$ cat config.mk
export PLATFORM = sky130hd
export DESIGN_NAME = wb_stage
export DESIGN_NICKNAME = d
export VERILOG_FILES = /design/src/rtl/mips_defs.sv /design/src/rtl/load_ext.sv /design/src/rtl/wb_stage.sv
export SDC_FILE = /design/constraint.sdc
export NUM_CORES = 1
export LEC_CHECK = 0
export ABC_AREA = 1
export BUFFER_PORTS_ARGS = -buffer_cell sky130_fd_sc_hd__buf_2
export CAP_MARGIN = 5
export CELL_PAD_IN_SITES_DETAIL_PLACEMENT = 0
export CELL_PAD_IN_SITES_GLOBAL_PLACEMENT = 1
export CORE_ASPECT_RATIO = 0.5
export CORE_MARGIN = 2
export CORE_UTILIZATION = 36
export CTS_CLUSTER_DIAMETER = 50
export DETAILED_ROUTE_END_ITERATION = 10
export PLACE_DENSITY = 0.81
export SYNTH_ARGS = -nofsm -noshare
export SYNTH_HDL_FRONTEND = slang
export SYNTH_SLANG_ARGS = --single-unit
export TNS_END_PERCENT = 100
$ cat constraint.sdc
create_clock -name clk -period 1.9 [get_ports clk]
set_input_delay 0.38 -clock clk [delete_from_list [all_inputs] [get_ports clk]]
set_output_delay 0.38 -clock clk [all_outputs]
set_load 0.03 [all_outputs]
$ cat src/rtl/mips_defs.sv
`default_nettype none
// ============================================================================
//  Module      : mips_defs (package)
//  Description : Shared encodings for the MIPS pipeline write-back path:
//                write-back source selects, load extension types and the
//                hard-wired zero register index.
//  Revision    : 1.0 - initial release
// ============================================================================
package mips_defs;

    // Write-back source select (3-bit; codes 4..7 select zero)
    localparam logic [2:0] WD_SEL_ALU  = 3'd0;
    localparam logic [2:0] WD_SEL_MEM  = 3'd1;
    localparam logic [2:0] WD_SEL_PC8  = 3'd2;
    localparam logic [2:0] WD_SEL_HILO = 3'd3;

    // Load extension type (3-bit; codes 5..7 behave as lw)
    localparam logic [2:0] LD_LW  = 3'd0;
    localparam logic [2:0] LD_LB  = 3'd1;
    localparam logic [2:0] LD_LBU = 3'd2;
    localparam logic [2:0] LD_LH  = 3'd3;
    localparam logic [2:0] LD_LHU = 3'd4;

    // $0 is hard-wired to zero and must never be written
    localparam logic [4:0] REG_ZERO = 5'd0;

endpackage : mips_defs
`default_nettype wire

$ cat src/rtl/load_ext.sv
`default_nettype none
// ============================================================================
//  Module      : load_ext
//  Description : Combinational load-data extender. Picks the addressed byte
//                or half-word out of the raw memory word and sign/zero
//                extends it according to the load type.
//  Revision    : 1.0 - initial release
// ============================================================================
module load_ext
    import mips_defs::*;
(
    input  logic [31:0] rdata,
    input  logic [1:0]  offset,
    input  logic [2:0]  load_type,
    output logic [31:0] ext_data
);

    logic [7:0]  w_byte;
    logic [15:0] w_half;

    // Select the addressed byte (little-endian lanes) and half-word
    always_comb begin
        w_byte = rdata[7:0];
        case (offset)
            2'd0: w_byte = rdata[7:0];
            2'd1: w_byte = rdata[15:8];
            2'd2: w_byte = rdata[23:16];
            2'd3: w_byte = rdata[31:24];
            default: w_byte = rdata[7:0];
        endcase
        // offset[0] is ignored for half-word loads
        w_half = offset[1] ? rdata[31:16] : rdata[15:0];
    end

    // Extend the selected lane; unknown load types return the whole word
    always_comb begin
        ext_data = rdata;
        case (load_type)
            LD_LB:   ext_data = {{24{w_byte[7]}}, w_byte};
            LD_LBU:  ext_data = {24'd0, w_byte};
            LD_LH:   ext_data = {{16{w_half[15]}}, w_half};
            LD_LHU:  ext_data = {16'd0, w_half};
            default: ext_data = rdata;
        endcase
    end

endmodule : load_ext
`default_nettype wire

$ cat src/rtl/wb_stage.sv
`default_nettype none
// ============================================================================
//  Module      : wb_stage
//  Description : MEM/WB pipeline register plus write-back logic. Captures
//                the memory-stage result, extends load data, selects the
//                write-back value and drives the register-file write port.
//                Optional macro WB_FWD_EN adds fwd_we/fwd_a3/fwd_wd outputs
//                mirroring the write port for the forwarding unit.
//  Revision    : 1.0 - initial release
// ============================================================================
module wb_stage
    import mips_defs::*;
#(
    parameter int PC_W   = 32,
    parameter int DATA_W = 32
) (
    input  logic              clk,
    input  logic              reset,
    input  logic              stall,
    input  logic              flush,
    input  logic              m_valid,
    input  logic              m_reg_we,
    input  logic [4:0]        m_a3,
    input  logic [2:0]        m_wd_sel,
    input  logic [2:0]        m_load_type,
    input  logic [DATA_W-1:0] m_alu_res,
    input  logic [DATA_W-1:0] m_dm_rdata,
    input  logic [DATA_W-1:0] m_hilo,
    input  logic [PC_W-1:0]   m_pc,
    output logic              grf_we,
    output logic [4:0]        grf_a3,
    output logic [DATA_W-1:0] grf_wd,
    output logic [PC_W-1:0]   grf_pca,
`ifdef WB_FWD_EN
    output logic              fwd_we,
    output logic [4:0]        fwd_a3,
    output logic [DATA_W-1:0] fwd_wd,
`endif
    output logic              w_valid
);

    logic              valid_q,     valid_d;
    logic              reg_we_q,    reg_we_d;
    logic [4:0]        a3_q,        a3_d;
    logic [2:0]        wd_sel_q,    wd_sel_d;
    logic [2:0]        load_type_q, load_type_d;
    logic [DATA_W-1:0] alu_res_q,   alu_res_d;
    logic [DATA_W-1:0] dm_rdata_q,  dm_rdata_d;
    logic [DATA_W-1:0] hilo_q,      hilo_d;
    logic [PC_W-1:0]   pc_q,        pc_d;

    logic [DATA_W-1:0] w_ld_data;
    logic [PC_W-1:0]   w_pc8;
    logic [DATA_W-1:0] w_wd;

    // Next-state: flush beats stall, stall holds, otherwise capture MEM
    always_comb begin
        valid_d     = m_valid;
        reg_we_d    = m_reg_we;
        a3_d        = m_a3;
        wd_sel_d    = m_wd_sel;
        load_type_d = m_load_type;
        alu_res_d   = m_alu_res;
        dm_rdata_d  = m_dm_rdata;
        hilo_d      = m_hilo;
        pc_d        = m_pc;
        if (flush) begin
            valid_d     = 1'b0;
            reg_we_d    = 1'b0;
            a3_d        = REG_ZERO;
            wd_sel_d    = 3'd0;
            load_type_d = 3'd0;
            alu_res_d   = '0;
            dm_rdata_d  = '0;
            hilo_d      = '0;
            pc_d        = '0;
        end else if (stall) begin
            valid_d     = valid_q;
            reg_we_d    = reg_we_q;
            a3_d        = a3_q;
            wd_sel_d    = wd_sel_q;
            load_type_d = load_type_q;
            alu_res_d   = alu_res_q;
            dm_rdata_d  = dm_rdata_q;
            hilo_d      = hilo_q;
            pc_d        = pc_q;
        end
    end

    // WB pipeline register; synchronous reset wins over everything
    always_ff @(posedge clk) begin
        if (reset) begin
            valid_q     <= 1'b0;
            reg_we_q    <= 1'b0;
            a3_q        <= REG_ZERO;
            wd_sel_q    <= 3'd0;
            load_type_q <= 3'd0;
            alu_res_q   <= '0;
            dm_rdata_q  <= '0;
            hilo_q      <= '0;
            pc_q        <= '0;
        end else begin
            valid_q     <= valid_d;
            reg_we_q    <= reg_we_d;
            a3_q        <= a3_d;
            wd_sel_q    <= wd_sel_d;
            load_type_q <= load_type_d;
            alu_res_q   <= alu_res_d;
            dm_rdata_q  <= dm_rdata_d;
            hilo_q      <= hilo_d;
            pc_q        <= pc_d;
        end
    end

    load_ext u_load_ext (
        .rdata     (dm_rdata_q),
        .offset    (alu_res_q[1:0]),
        .load_type (load_type_q),
        .ext_data  (w_ld_data)
    );

    assign w_pc8 = pc_q + PC_W'(8);

    // Write-back source mux, driven from registered state only
    always_comb begin
        w_wd = '0;
        case (wd_sel_q)
            WD_SEL_ALU:  w_wd = alu_res_q;
            WD_SEL_MEM:  w_wd = w_ld_data;
            WD_SEL_PC8:  w_wd = DATA_W'(w_pc8);
            WD_SEL_HILO: w_wd = hilo_q;
            default:     w_wd = '0;
        endcase
    end

    // Writes to $0 are dropped here so the register file never sees them
    assign grf_we  = valid_q & reg_we_q & (a3_q != REG_ZERO);
    assign grf_a3  = a3_q;
    assign grf_wd  = w_wd;
    assign grf_pca = pc_q;
    assign w_valid = valid_q;

`ifdef WB_FWD_EN
    assign fwd_we = grf_we;
    assign fwd_a3 = grf_a3;
    assign fwd_wd = grf_wd;
`endif

endmodule : wb_stage
`default_nettype wire

Yosys cells after proc, flatten, opt, wreduce, memory -nomap -nowiden
Index checks and enable logic that the tools add are counted.

storage, ports and cells
  register bits after elaboration = 141
  bits of input ports = 145

cells by class
  add/sub/neg operators = 1
  equality and inequality tests = 10
  multiplexer cells = 4
  bitwise logic cells = 2
  reductions and logical operators = 4

operators by type and width
  operator                                              number
  one-hot mux 32 bit (4 select lines)                   2
  adder 32 x 4 -> 32 bit (second input constant)        1
  one-hot mux 8 bit (4 select lines)                    1
  two-way mux 16 bit                                    1
  equality test 3 x 2 -> 1 bit (second input constant)  4
  equality test 3 x 1 -> 1 bit (second input constant)  2
  nonzero test 5 bit                                    1
  equality test 2 bit (second input constant)           2
  equality test 3 bit (second input constant)           1
  zero test 3 bit                                       1
  AND 1 bit                                             2
  equality test 2 x 1 -> 1 bit (second input constant)  1
  zero test 2 bit                                       1
  OR reduction 2 bit                                    1

Logic depth before layout (Yosys ltp)
  depth after elaboration = 4
  depth in mapped cells = 11

By module
Synthesis repeated with hierarchy kept, for this count alone.

second synthesis, totals
  cell total of the unflattened synthesis = 1169
  area total of the unflattened synthesis = 7780.0 um^2

modules (own cells, without submodules)
  module    times used  cells each  area an instance (um^2)  seq. area each (um^2)
  wb_stage  1           972         6451.2                   2822.7
  load_ext  1           197         1328.8                   0.0

Worst setup path after synthesis
OpenSTA, ideal clock, no wires.

  path type = reg2out
  from = register pc_q[3] (netlist: grf_pca[3])
  to = output port grf_wd[29]
  arrival time = 1.711 ns
  required time = 1.520 ns
  slack = -0.191 ns
  cell stages (with the launch flop) = 9
  path buffers = 0
  path through = dfxtp_1 > ha_1 > nand2_1 > nor2_2 > nand2_1 > nor2_2 > nand3_1 > nand3_1 > nand3_1

on the way
  longest elaborated chain between the ends = 2

ends and longest elaborated chain
  element                              line             RTL
  start, declared                      wb_stage.sv:50   logic [PC_W-1:0] pc_q, pc_d;
  start signal, assigned               wb_stage.sv:111  pc_q <= pc_d;
  adder 32 x 4 -> 32 bit               wb_stage.sv:122  assign w_pc8 = pc_q + PC_W'(8);
  one-hot mux 32 bit (4 select lines)  wb_stage.sv:127  case (wd_sel_q)
  end, declared                        wb_stage.sv:32   output logic [DATA_W-1:0] grf_wd,

Every way passes these cells.

Worst setup path in the final report
  from = register load_type_q[0]
  to = output port grf_wd[0]

on the way
  longest elaborated chain between the ends = 3
  elaborated cells between the ends (all ways) = 6
  those cells by class = 4 x eq/ne; 2 x mux

ends and longest elaborated chain
  element                                      line             RTL
  start, declared                              wb_stage.sv:46   logic [2:0] load_type_q, load_type_d;
  start signal, assigned                       wb_stage.sv:107  load_type_q <= load_type_d;
  equality test 3 bit (tied with other cells)  load_ext.sv:38   case (load_type)
  one-hot mux 32 bit (4 select lines) *        load_ext.sv:38
  one-hot mux 32 bit (4 select lines) *        wb_stage.sv:127

Mark *: on every way between the ends. The rest lies on a longest branch, timed or not.

==> impl_metrics.sql <==
INSERT INTO impl_metrics (metric_group, metric, value, unit) VALUES
('finish', 'post_route_cells_drive_above_1_share', '41.7', '%'),
('setup_path', 'end_kind', 'output port', ''),
('run_status', 'violations', 'negative setup slack', ''),
('power_and_ir_drop', 'leakagePower', '5.10', 'nW'),
('clock_network', 'h-tree-depth', '4', ''),
('logic_synthesis', 'synthArstFlopShare', '0', '%'),
('clock_network', 'cts_tree', 'yes', ''),
('setup_path', 'critical_path_peak_fanout', '7', ''),
('global_route', 'global_route_met3_utilization', '6.35', '%'),
('die', 'dieWidth', '207', 'um'),
('clock_network', 'numClockSinks', '141', ''),
('power_and_ir_drop', 'internal_power_contribution', '5.53', 'mW'),
('logic_synthesis', 'most_common_library_cells_after_synthesis', 'sky130_fd_sc_hd__nand2_1, sky130_fd_sc_hd__nor2_1, sky130_fd_sc_hd__dfxtp_1, sky130_fd_sc_hd__inv_1, sky130_fd_sc_hd__nand3_1', ''),
('sta', 'post-route-worst-setup-slack', '-0.444', 'ns'),
('placement', 'number_of_port_buffers', '215', ''),
('die', 'design.core.area', '0.0204', 'mm^2'),
('setup_path', 'worst-setup-path-type', 'reg -> out', ''),
('sta', 'finalHoldViolations', '0', ''),
('logic_synthesis', 'register_bit_total_from_synthesis', '141', ''),
('global_route', 'first_global_vias', '8611', ''),
('logic_synthesis', 'synth_top_area_share', '38.0', '%'),
('drt', 'dr_total_vias', '9183', ''),
('sta', 'grt_setup_unrepaired', 'true', ''),
('logic_synthesis', 'post_synth.cell_area_avg', '6.49', 'um^2'),
('finish', 'post_layout_nonfiller_instances', '1760', ''),
('sta', 'slew_hr', '56.8', '%'),
('drt', 'avgViaCountPerCell', '5.22', ''),
('global_route', 'grt-ovfl-total', '0', ''),
('run_status', 'status', 'finished with violations', ''),
('logic_synthesis', 'synthCells', '1145', ''),
('logic_synthesis', 'synth_warn', '0', ''),
('finish', 'area_growth', '60.0', '%'),
('die', 'num_io_pins', '216', ''),
('drt', 'wl_per_cell', '18.1', 'um'),
('global_route', 'globalRoute.busiestLayer', 'met2', ''),
('clock_network', 'clk_latency_worst_skew_pair', '0.43', 'ns'),
('drt', 'drtIter0Drc', '691', ''),
('power_and_ir_drop', 'netSwitchingPower', '2.52', 'mW'),
('clock_network', 'cts.reportedPaths.clkPinSlew', '0.07', 'ns'),
('power_and_ir_drop', 'power.share.clock', '43.0', '%'),
('finish', 'antennaDiodeCount', '0', ''),
('clock_network', 'tritoncts.num_buffers', '17', ''),
('placement', 'placedCellCount', '1694', ''),
('worst_hold_path', 'worst_min_delay_path_class', 'in -> reg', ''),
('sta', 'ratio_of_final_minimum_period_to_clock_period', '123', '%'),
('logic_synthesis', 'ys_dominant_reg_cell', 'sky130_fd_sc_hd__dfxtp_1', ''),
('power_and_ir_drop', 'power.density_cell_area', '677', 'mW/mm^2'),
('sta', 'tightest_slew', '0.648', 'ns'),
('power_and_ir_drop', 'p_sw_share', '31.3', '%'),
('die', 'die-area', '0.0219', 'mm^2'),
('global_route', 'grt_use_met1', '38.6', '%'),
('finish', 'postLayoutCoreUtil', '58.3', '%'),
('logic_synthesis', 'synth_edf_count', '0', ''),
('drt', 'drt.antenna.violating_nets', '0', ''),
('logic_synthesis', 'synthesized_area', '0.00743', 'mm^2'),
('die', 'initial_utilization', '36.4', '%'),
('sta', 'fin_crit', '2.34', 'ns'),
('logic_synthesis', 'mappedNetlistNets', '1291', ''),
('clock_network', 'root_buffer_selected_by_cts', 'sky130_fd_sc_hd__clkbuf_16', ''),
('logic_synthesis', 'ys_top_cells_by_area', 'sky130_fd_sc_hd__dfxtp_1, sky130_fd_sc_hd__nand2_1, sky130_fd_sc_hd__nor2_1', ''),
('sta', 'setup-violations-final', '32', ''),
('global_route', 'grt_usage', '27.7', '%'),
('logic_synthesis', 'synth_seq_area_share', '38.0', '%'),
('logic_synthesis', 'ys_types', '33', ''),
('placement', 'gp_routability_congestion', '0.942', ''),
('global_route', 'antenna_found_initial', '0', ''),
('power_and_ir_drop', 'vdd_drop_max', '0.000568', 'V'),
('drt', 'drt_first_pass_iters', '5', ''),
('sta', 'maxSlewViolCount', '0', ''),
('flow_run', 'maxCapViolations', '0', ''),
('placement', 'detailed_place_hpwl', '23.2', 'mm');
per-layer routing:
metal  share of wire (%)  up-vias
met5                0.38        -
met4                 2.4        4
met3                 6.4       52
met2                  44      304
met1                  47     4396
li1                    -     4427
final timing paths:
kind,startpoint,end,slack (ns),cells after the start
min reg2reg,hilo_q[21],hilo_q[21],0.46,2
min,m_valid,w_valid,0.17,3
max,load_type_q[0],grf_wd[0],-0.44,10
max reg2reg,load_type_q[0],load_type_q[0],0.89,4
worst max-delay path, cell delays in order (launching register included):
cell	delay, ns
sky130_fd_sc_hd__dfxtp_4	0.38
sky130_fd_sc_hd__inv_4	0.09
sky130_fd_sc_hd__nand3_4	0.10
sky130_fd_sc_hd__nand2_8	0.10
sky130_fd_sc_hd__clkinvlp_4	0.18
sky130_fd_sc_hd__buf_4	0.19
sky130_fd_sc_hd__nand3_2	0.07
sky130_fd_sc_hd__nand3_2	0.08
sky130_fd_sc_hd__nand2_2	0.11
sky130_fd_sc_hd__nand2_2	0.09
sky130_fd_sc_hd__buf_6	0.15
area by class of cell:
class | count | area, um^2 | area share [%]
clock inverter | 15 | 173 | 1.45
tap | 273 | 342 | 2.87
timing repair buffer | 380 | 2840 | 23.9
sequential | 141 | 2900 | 24.4
multi-input combinational | 827 | 4790 | 40.3
inverter | 107 | 425 | 3.58
clock buffer | 17 | 425 | 3.58
sequential cells by signal, indices dropped and copies added (netlist names):
| name | count |
|---|---|
| hilo_q | 32 |
| dm_rdata_q | 32 |
| grf_pca | 32 |
| load_type_q | 3 |
| wd_sel_q | 3 |
| reg_we_q | 1 |
| w_valid | 1 |
| grf_a3 | 5 |
| alu_res_q | 32 |
logic make-up after synthesis:
kind of cell	count (synthesis)	share of synthesized area (%)
AND/OR/NAND/NOR	583	32.6
AO/OA/AOI/OAI	241	19.4
buffers and inverters	178	9.74
flip-flops	141	38.0
XOR/XNOR	1	0.118
adder cells (fa/ha/maj)	1	0.168
power groups by stage:
stage                     registers [mW]  logic, mW  clock network, mW
after global placement              3.20       1.19                  0
after CTS                           3.14       1.31               3.49
after global routing                3.16       1.55               3.62
after detailed placement            3.20       1.19                  0
final                               3.14       1.45               3.46
after floorplan                     3.25      0.579                  0
through the flow:
stage | cell area (um^2) | setup WS (ns) | total power, mW | TNS (ns) | hold slack, ns
6_report | 11900 | -0.444 | 8.05 | -12.38 | 0.173
5_1_grt | 11900 | -0.521 | 8.32 | -14.65 | 0.172
4_1_cts | 11000 | -0.414 | 7.93 | -11.35 | 0.169
3_5_place_dp | 9700 | -0.173 | 4.40 | -1.65 | 0.448
3_3_place_gp | 9700 | -0.120 | 4.39 | -1.02 | 0.447
2_1_floorplan | 7450 | 0.00794 | 3.83 | 0 | 0.436
cell usage in the layout, fill, tap and decap left out, types with 18 or more instances in the layout:
cell	n
sky130_fd_sc_hd__a211oi_1	82
sky130_fd_sc_hd__nor2_2	20
sky130_fd_sc_hd__nor2_1	128
sky130_fd_sc_hd__buf_6	55
sky130_fd_sc_hd__nand3_2	30
sky130_fd_sc_hd__o21ai_0	29
sky130_fd_sc_hd__nor2_4	27
sky130_fd_sc_hd__buf_4	124
sky130_fd_sc_hd__inv_1	96
sky130_fd_sc_hd__buf_2	182
sky130_fd_sc_hd__nand2_1	240
sky130_fd_sc_hd__nand2_2	34
sky130_fd_sc_hd__nand3_1	61
sky130_fd_sc_hd__a21oi_1	86
sky130_fd_sc_hd__dfxtp_1	111
sky130_fd_sc_hd__clkbuf_16	18
repair_timing:
item | CTS | global route
resized for setup | 204 | 179
pin swaps | 39 | 62
hold buffers | 0 | 0
buffers inserted | 8 | 27
gates cloned | 1 | 1
setup endpoints to repair | 32 | 32
Power figures use the tool's default switching activity.
